$ cat src/rtl/lcd_text_pkg.sv
// rtl/lcd_text_pkg.sv - shared constants, row addressing and state types for lcd_text_ctrl
package lcd_text_pkg;

    localparam logic [7:0] FUNC_SET  = 8'h38;
    localparam logic [7:0] DISP_ON   = 8'h0C;
    localparam logic [7:0] CLEAR     = 8'h01;
    localparam logic [7:0] ENTRY     = 8'h06;
    localparam logic [7:0] SET_DDRAM = 8'h80;

    typedef enum logic [1:0] {
        RST_WAIT,
        INIT,
        ADDR,
        CHAR
    } ctrl_state_t;

    typedef enum logic [2:0] {
        PH_IDLE,
        PH_SETUP,
        PH_EN,
        PH_HOLD,
        PH_WAIT
    } xfer_phase_t;

    // DDRAM start address of each panel row (rows 2/3 continue rows 0/1 on 4-line panels)
    function automatic logic [7:0] row_base(input logic [1:0] row);
        case (row)
            2'd0:    return 8'h00;
            2'd1:    return 8'h40;
            2'd2:    return 8'h14;
            default: return 8'h54;
        endcase
    endfunction

    function automatic logic [7:0] init_cmd(input logic [1:0] idx);
        case (idx)
            2'd0:    return FUNC_SET;
            2'd1:    return DISP_ON;
            2'd2:    return CLEAR;
            default: return ENTRY;
        endcase
    endfunction

endpackage

$ cat src/rtl/lcd_bus_xfer.sv
// rtl/lcd_bus_xfer.sv - one HD44780 bus transfer: setup, enable pulse, hold, then command wait
module lcd_bus_xfer
    import lcd_text_pkg::*;
#(
    parameter int CLK_DIV    = 4,
    parameter int CMD_WAIT   = 2000,
    parameter int CLEAR_WAIT = 80000
) (
    input  logic       clk,
    input  logic       rst,
    input  logic       start,
    input  logic       cmd_rs,
    input  logic [7:0] data,
    input  logic       long_wait,
    output logic       busy,
    output logic       done,
    output logic       done_next,
    output logic       en,
    output logic       rs,
    output logic [7:0] db
);

    localparam int MAX_WAIT = (CMD_WAIT > CLEAR_WAIT) ? CMD_WAIT : CLEAR_WAIT;
    localparam int MAX_CNT  = (MAX_WAIT > CLK_DIV) ? MAX_WAIT : CLK_DIV;
    localparam int CW       = $clog2(MAX_CNT + 1);

    xfer_phase_t   phase, phase_n;
    logic [CW-1:0] cnt, cnt_n;
    logic          long_q, long_n;
    logic          en_n, rs_n;
    logic [7:0]    db_n;
    logic          accept;

    assign busy = (phase != PH_IDLE);

    // A new start is taken in the last wait cycle so transfers run back to back.
    always_comb begin
        phase_n = phase;
        cnt_n   = cnt;
        long_n  = long_q;
        en_n    = en;
        rs_n    = rs;
        db_n    = db;
        accept  = start && ((phase == PH_IDLE) || done);
        if (accept) begin
            phase_n = PH_SETUP;
            cnt_n   = CW'(CLK_DIV - 1);
            long_n  = long_wait;
            en_n    = 1'b0;
            rs_n    = cmd_rs;
            db_n    = data;
        end else begin
            case (phase)
                PH_SETUP: begin
                    if (cnt == '0) begin
                        phase_n = PH_EN;
                        cnt_n   = CW'(CLK_DIV - 1);
                        en_n    = 1'b1;
                    end else begin
                        cnt_n = cnt - CW'(1);
                    end
                end
                PH_EN: begin
                    if (cnt == '0) begin
                        phase_n = PH_HOLD;
                        cnt_n   = CW'(CLK_DIV - 1);
                        en_n    = 1'b0;
                    end else begin
                        cnt_n = cnt - CW'(1);
                    end
                end
                PH_HOLD: begin
                    if (cnt == '0) begin
                        phase_n = PH_WAIT;
                        cnt_n   = long_q ? CW'(CLEAR_WAIT - 1) : CW'(CMD_WAIT - 1);
                        rs_n    = 1'b0;
                        db_n    = 8'h00;
                    end else begin
                        cnt_n = cnt - CW'(1);
                    end
                end
                PH_WAIT: begin
                    if (cnt == '0) begin
                        phase_n = PH_IDLE;
                    end else begin
                        cnt_n = cnt - CW'(1);
                    end
                end
                default: phase_n = PH_IDLE;
            endcase
        end
        done_next = (phase_n == PH_WAIT) && (cnt_n == '0);
    end

    always_ff @(posedge clk or posedge rst) begin
        if (rst) begin
            phase  <= PH_IDLE;
            cnt    <= '0;
            long_q <= 1'b0;
            en     <= 1'b0;
            rs     <= 1'b0;
            db     <= 8'h00;
            done   <= 1'b0;
        end else begin
            phase  <= phase_n;
            cnt    <= cnt_n;
            long_q <= long_n;
            en     <= en_n;
            rs     <= rs_n;
            db     <= db_n;
            done   <= done_next;
        end
    end

endmodule

$ cat src/rtl/lcd_text_ctrl.sv
// rtl/lcd_text_ctrl.sv - HD44780 8-bit text controller: init sequence then continuous buffer refresh
module lcd_text_ctrl
    import lcd_text_pkg::*;
#(
    parameter int COLS       = 16,
    parameter int ROWS       = 2,
    parameter int CLK_DIV    = 4,
    parameter int CMD_WAIT   = 2000,
    parameter int CLEAR_WAIT = 80000,
    parameter int INIT_WAIT  = 800000,
    localparam int DEPTH     = ROWS * COLS,
    localparam int AW        = (DEPTH > 1) ? $clog2(DEPTH) : 1
) (
    input  logic          clk,
    input  logic          rst,
    input  logic          wr_en,
    input  logic [AW-1:0] wr_addr,
    input  logic [7:0]    wr_data,
    output logic          init_done,
    output logic          frame_done,
    output logic          lcd_en,
    output logic          lcd_rs,
    output logic          lcd_rw,
    output logic [7:0]    lcd_db,
    output logic          lcd_rst
);

    localparam int RW  = (ROWS > 1) ? $clog2(ROWS) : 1;
    localparam int CLW = (COLS > 1) ? $clog2(COLS) : 1;
    localparam int IW  = $clog2(INIT_WAIT + 1);
    localparam logic [AW:0] DEPTH_W = (AW + 1)'(DEPTH);

    ctrl_state_t      state, state_n;
    logic [IW-1:0]    wait_cnt, wait_cnt_n;
    logic [1:0]       init_idx, init_idx_n;
    logic [RW-1:0]    row, row_n;
    logic [CLW-1:0]   col, col_n;
    logic             init_done_n, frame_done_n, lcd_rst_n;
    logic [7:0]       char_buf [DEPTH];
    logic [AW-1:0]    rd_addr;

    logic             xfer_start, xfer_rs, xfer_long, xfer_ready;
    logic [7:0]       xfer_data;
    logic             xfer_busy, xfer_done, xfer_done_next;

    assign lcd_rw = 1'b0;

    lcd_bus_xfer #(
        .CLK_DIV    (CLK_DIV),
        .CMD_WAIT   (CMD_WAIT),
        .CLEAR_WAIT (CLEAR_WAIT)
    ) u_xfer (
        .clk       (clk),
        .rst       (rst),
        .start     (xfer_start),
        .cmd_rs    (xfer_rs),
        .data      (xfer_data),
        .long_wait (xfer_long),
        .busy      (xfer_busy),
        .done      (xfer_done),
        .done_next (xfer_done_next),
        .en        (lcd_en),
        .rs        (lcd_rs),
        .db        (lcd_db)
    );

    // state/row/col always describe the transfer currently on the bus
    always_comb begin
        state_n     = state;
        wait_cnt_n  = wait_cnt;
        init_idx_n  = init_idx;
        row_n       = row;
        col_n       = col;
        init_done_n = init_done;
        lcd_rst_n   = lcd_rst;
        xfer_start  = 1'b0;
        xfer_rs     = 1'b0;
        xfer_data   = 8'h00;
        xfer_long   = 1'b0;
        xfer_ready  = xfer_done || !xfer_busy;
        rd_addr     = '0;
        case (state)
            RST_WAIT: begin
                if (wait_cnt == IW'(INIT_WAIT - 1)) begin
                    state_n    = INIT;
                    lcd_rst_n  = 1'b0;
                    init_idx_n = 2'd0;
                    xfer_start = 1'b1;
                    xfer_data  = init_cmd(2'd0);
                end else begin
                    wait_cnt_n = wait_cnt + IW'(1);
                end
            end
            INIT: begin
                if (xfer_ready) begin
                    xfer_start = 1'b1;
                    if (init_idx == 2'd3) begin
                        state_n     = ADDR;
                        row_n       = '0;
                        init_done_n = 1'b1;
                        xfer_data   = SET_DDRAM | row_base(2'd0);
                    end else begin
                        init_idx_n = init_idx + 2'd1;
                        xfer_data  = init_cmd(init_idx_n);
                        xfer_long  = (xfer_data == CLEAR);
                    end
                end
            end
            ADDR: begin
                if (xfer_ready) begin
                    state_n    = CHAR;
                    col_n      = '0;
                    xfer_start = 1'b1;
                    xfer_rs    = 1'b1;
                end
            end
            CHAR: begin
                if (xfer_ready) begin
                    xfer_start = 1'b1;
                    if (col == CLW'(COLS - 1)) begin
                        col_n     = '0;
                        row_n     = (row == RW'(ROWS - 1)) ? '0 : row + RW'(1);
                        state_n   = ADDR;
                        xfer_data = SET_DDRAM | row_base(2'(row_n));
                    end else begin
                        col_n   = col + CLW'(1);
                        xfer_rs = 1'b1;
                    end
                end
            end
            default: state_n = RST_WAIT;
        endcase
        if (xfer_rs) begin
            rd_addr   = AW'(int'(row_n) * COLS + int'(col_n));
            xfer_data = char_buf[rd_addr];
        end
    end

    assign frame_done_n = xfer_done_next && (state == CHAR)
                          && (row == RW'(ROWS - 1)) && (col == CLW'(COLS - 1));

    always_ff @(posedge clk or posedge rst) begin
        if (rst) begin
            state      <= RST_WAIT;
            wait_cnt   <= '0;
            init_idx   <= 2'd0;
            row        <= '0;
            col        <= '0;
            init_done  <= 1'b0;
            frame_done <= 1'b0;
            lcd_rst    <= 1'b1;
        end else begin
            state      <= state_n;
            wait_cnt   <= wait_cnt_n;
            init_idx   <= init_idx_n;
            row        <= row_n;
            col        <= col_n;
            init_done  <= init_done_n;
            frame_done <= frame_done_n;
            lcd_rst    <= lcd_rst_n;
        end
    end

    // Same-cycle write and latch of one entry: the latch sees the pre-write value.
    always_ff @(posedge clk or posedge rst) begin
        if (rst) begin
            for (int i = 0; i < DEPTH; i++) begin
                char_buf[i] <= 8'h20;
            end
        end else if (wr_en && ({1'b0, wr_addr} < DEPTH_W)) begin
            char_buf[wr_addr] <= wr_data;
        end
    end

endmodule
$ cat config.mk
export PLATFORM = sky130hd
export DESIGN_NAME = lcd_text_ctrl
export DESIGN_NICKNAME = d
export VERILOG_FILES = /design/src/rtl/lcd_text_pkg.sv /design/src/rtl/lcd_bus_xfer.sv /design/src/rtl/lcd_text_ctrl.sv
export SDC_FILE = /design/constraint.sdc
export NUM_CORES = 1
export LEC_CHECK = 0
export ABC_CLOCK_PERIOD_IN_PS = 23900
export CELL_PAD_IN_SITES_DETAIL_PLACEMENT = 0
export CELL_PAD_IN_SITES_GLOBAL_PLACEMENT = 2
export CORE_AREA = 2 2 217 219
export CTS_CLUSTER_DIAMETER = 150
export CTS_CLUSTER_SIZE = 28
export DETAILED_ROUTE_END_ITERATION = 12
export DIE_AREA = 0 0 219 221
export PLACE_DENSITY_LB_ADDON = 0.1
export SETUP_SLACK_MARGIN = 0.05
export SLEW_MARGIN = 20
export SYNTH_ARGS = -nofsm -noshare
export SYNTH_HDL_FRONTEND = slang
export SYNTH_HIERARCHICAL = 1
export SYNTH_SLANG_ARGS = --single-unit
$ cat constraint.sdc
create_clock -name clk -period 23.9 [get_ports clk]
set_input_delay 5.975 -clock clk [delete_from_list [all_inputs] [get_ports clk]]
set_output_delay 5.975 -clock clk [all_outputs]
set_load 0.01 [all_outputs]
==> results <==
- The flow ran to the end, and the final reports show no timing, DRC or antenna violations.
- After synthesis the netlist holds a flip-flop and latch count of 320.
- STA classifies the critical path endpoint as an asynchronous set/reset pin.
- The post-CTS resize count is 0.
- The total global-route track usage is between 20% and 30%.
- The startpoint identified for the worst hold timing path is wait_cnt[7].
- Prior to clock tree synthesis, the placed netlist has a worst setup slack of approximately 15000 ps.
- The multiplexer share of the synthesized area is 20.01%.
- Detailed placement ended at an HPWL of between 20000 and 30000 um.
- The number of antenna-violating nets in the routed design is 0.
- The area share of the leading cell type in the synthesized netlist is between 40 and 50%.
- The clock tree from TritonCTS is yes.
- The number of global-route vias before repair was ~11000.
- Setup repair after global routing left no endpoint under its margin.
- The max-slew violation count was 0.
- The final-report hold violation count is 0.
- The maximum clock skew at final layout is 29.28 ps.
- The starting DRC count in detailed routing is between 700 and 800.
- Across all setup checks in the final design, the least slack found is around 16000 ps.
- Buffers added to address setup during post-CTS repair amount to 0.
- In the routed design, unresolved DRC markers number 0.
- The starting density of the core is roughly 35%.
- The floorplan step set the die width to 219 um.
- Sequential elements use about half of the synthesized area.
- For the worst-skew pair, the clock arrives at the later sink with an insertion delay of approximately 560 ps.
- The number of warnings reported in the yosys synthesis log is 6.
- Clock-pin slew was measured on the worst setup and hold paths at around 120 ps.
- Measured against its own limit, the worst slew margin works out to 33.13%.
- During I/O placement, the number of pins put on the boundary was 30.
- 0 antenna diodes ended up in the layout.
- The commonest cells after synthesis are 287 x dfrtp_1, 259 x mux2_2, 199 x nand2_1.
- The share of post-route cells with drive strength above 1 is about 27%.
- The number of endpoints failing setup at the final stage is 0.
- Along the worst path, the maximum fanout reaches slightly below 100.
- Including well taps, the total number of placed cells is 1952.
- The library cell with the highest instance count after synthesis is dfrtp_1.
- Synthesis produced a netlist with a net count of between 1000 and 1500.
- By area the synthesized netlist is led by dfrtp_1 45%, mux2_2 18%, dfstp_2 5.4%, nand2_1 4.7%, a311oi_1 2.3%.
- The beginning of the critical path is rst.
- In the synthesized netlist, the number of instances is between 1000 and 1500.
- The average instance in the mapped netlist occupies around 11 um^2.
- In this run, synthesis inferred 0 flip-flops with an integrated enable.
- The largest buffer count on any clock path is 3.
- For the worst setup path, the data arrival time is 8660 ps.
- The worst-margin pin slew is around 1000 ps.
- The number of nets at the end of the flow is approximately 1400.
- Dividing the detail-routed via count by the number of cells gives between 5 and 6.
- The area after detailed placement is between 0.015 and 0.02 mm^2.
- The count of cells in the finished layout, fillers not included, comes to about 2000.
- After Yosys synthesis, XOR and XNOR cells account for under 10% of the synthesized area.
- CTS built an H-tree with a depth of 1.
- The synthesized netlist devotes around 9.8% of its cell area to compound gates.
- The final RePlAce weighted congestion is about 0.77.
- The power after layout is 1.145 mW.
- The post-synthesis share of cell area spent on and, or, nand and nor gates is 13.94%.
- The number of sinks handled by clock tree synthesis is between 300 and 400.
- The synthesized area is approximately 0.016 mm^2.
- The die covers around 0.048 mm^2.
- The category of the critical setup timing path is input pin to asynchronous set/reset pin.
- The number of violations of the max-capacitance limit is 0.
- The power density of the placed cells is roughly 67 mW/mm^2.
- The leakage power figure is between 7 and 8 nW.
- The area share of fa/ha/maj cells after synthesis is less than 1%.
- In this run the core area contains 79 standard-cell rows.
- The maximum VDD drop is about 0.00004 V.
- The first global-routing pass estimated ~74000 um of wire.
- The core region is roughly 0.046 mm^2.
- The number of port buffers is 28.
- The startpoint identified for the worst register-to-register timing path is u_xfer/phase[0].
- The fraction of synthesis flops using an asynchronous set or reset pin is between 90% and 100%.
- The vertical die dimension is approximately 220 um.
- For this block, the via count after detailed routing is about 11000.
- The distinct cell type count after synthesis is 87.
- The worst setup path is launched from an input pin.
- The maximum number of pins on one net before global-route repair is 98.
- The filler cells instantiated in the layout total 4610.
- The total negative setup slack is 0 ps.
- The count of TritonRoute iterations in the first routing pass is 5.
- The initial antenna violation count was 1.
- The largest family of logic cells by synthesized area is multiplexers.
- The smallest clock period supported by the final layout is computed as slightly above 8000 ps.
- The biggest area contributor in the post-synthesis netlist is dfrtp_1.
- The final non-filler cell area is approximately 0.017 mm^2.
- The data required time of the worst path is around 24000 ps.
- The layout overhead on the synthesized area is 7.041%.
- The total congestion overflow after global routing is 0.
- In the final routed layout, each cell accounts on average for 24.42 um.
- Wires add up to 48330 um.
- Measured on the finished design, the core utilization comes to ~37%.
- The clock buffer count from CTS is 15.
- The root buffer cell chosen for the clock tree is clkbuf_16.
- The share of the clock period used by the worst path after layout is between 30% and 40%.
- Derived from the worst setup path, the maximum achievable clock frequency is between 0.1 and 0.15 GHz.
- The most used flip-flop cell after synthesis is dfrtp_1.
- Final hold analysis gives a worst-case slack of between 400 and 500 ps.
- The worst hold path belongs to the class register to register.
- The number of hold buffers added after CTS was 0.
==> layout by cell type (no fill, tap or decap), types with 5 or more instances in the layout <==
cell / n
a21oi_1: 25
nand4_1: 12
clkdlybuf4s50_1: 25
dfstp_2: 33
mux2_1: 9
mux2_2: 259
clkbuf_1: 9
nor3b_1: 6
a21o_1: 6
and4_1: 5
o21ai_0: 14
dfrtp_1: 287
nor4_2: 5
nand2b_1: 6
mux2i_1: 7
a31oi_1: 13
nand2_1: 199
nand3_1: 48
o22ai_1: 8
o211ai_1: 5
clkbuf_16: 15
inv_2: 6
a22o_1: 9
a311oi_1: 41
a211oi_1: 33
xor2_1: 7
inv_1: 11
nor3_1: 19
and3_1: 45
nor4_1: 7
o21a_1: 6
buf_4: 18
nor2_1: 48
ha_1: 11
xnor2_1: 14
nor2b_1: 5
==> per-layer routing <==
metal / global-route usage [%] / up-vias / routed length, um
met4: 4.250 / 2 / 1013
met5: 0 / - / 13
met1: 28.97 / 5774 / 23240
met2: 32.46 / 140 / 22620
li1: - / 5003 / -
met3: 2.653 / 42 / 1441
==> kinds of logic (layout without fill, tap and decap cells) <==
group / after synthesis / in the layout
fa+ha+maj: 11 / 11
xor+xnor: 21 / 21
buf+inv: 115 / 92
flops: 320 / 320
other cells: 1 / 1
simple gates: 444 / 444
mux: 280 / 280
compound gates: 203 / 203
==> area by class of cell <==
cell class                      count  area [um^2]  share of cell area, %
Sequential cell                   320         8049                  47.12
Multi-Input combinational cell    960         7326                  42.89
Tap cell                          607        759.5                  4.447
Timing Repair Buffer               47        427.9                  2.505
Clock buffer                       24        409.1                  2.395
Inverter                           19        83.83                 0.4908
Clock inverter                      2        25.02                 0.1465
==> state kept, by name, indices dropped and copies added (netlist names) <==
signal and cells:
char_buf 256, col 4, frame_done 1, init_done 1
init_idx 2, lcd_rst 1, row 1, state 2
u_xfer/cnt 17, u_xfer/db 8, u_xfer/done 1, u_xfer/en 1
u_xfer/long_q 1, u_xfer/phase 3, u_xfer/rs 1, wait_cnt 20
==> worst paths after layout <==
kind	cells past startpoint	to	slack, ps
worst min register to register	1	wait_cnt[7]	470
worst max register to register	14	u_xfer/db[7]	18410
max in group clk	4	char_buf[111]	16000
worst max-delay path	4	char_buf[204]	15820
min in group asynchronous	3	u_xfer/cnt[12]	5970
worst min-delay path	1	wait_cnt[7]	470
==> critical path, stage by stage <==
cell and delay [ps]:
clkdlybuf4s50_1 510, inv_8 550, buf_4 810, buf_4 730
==> power by group <==
part | internal (mW) | switching (mW)
Combinational | 0.0885 | 0.0706
Sequential | 0.632 | 0.0396
Clock | 0.123 | 0.191
Total | 0.844 | 0.301
(Power assumes the default switching activity.)
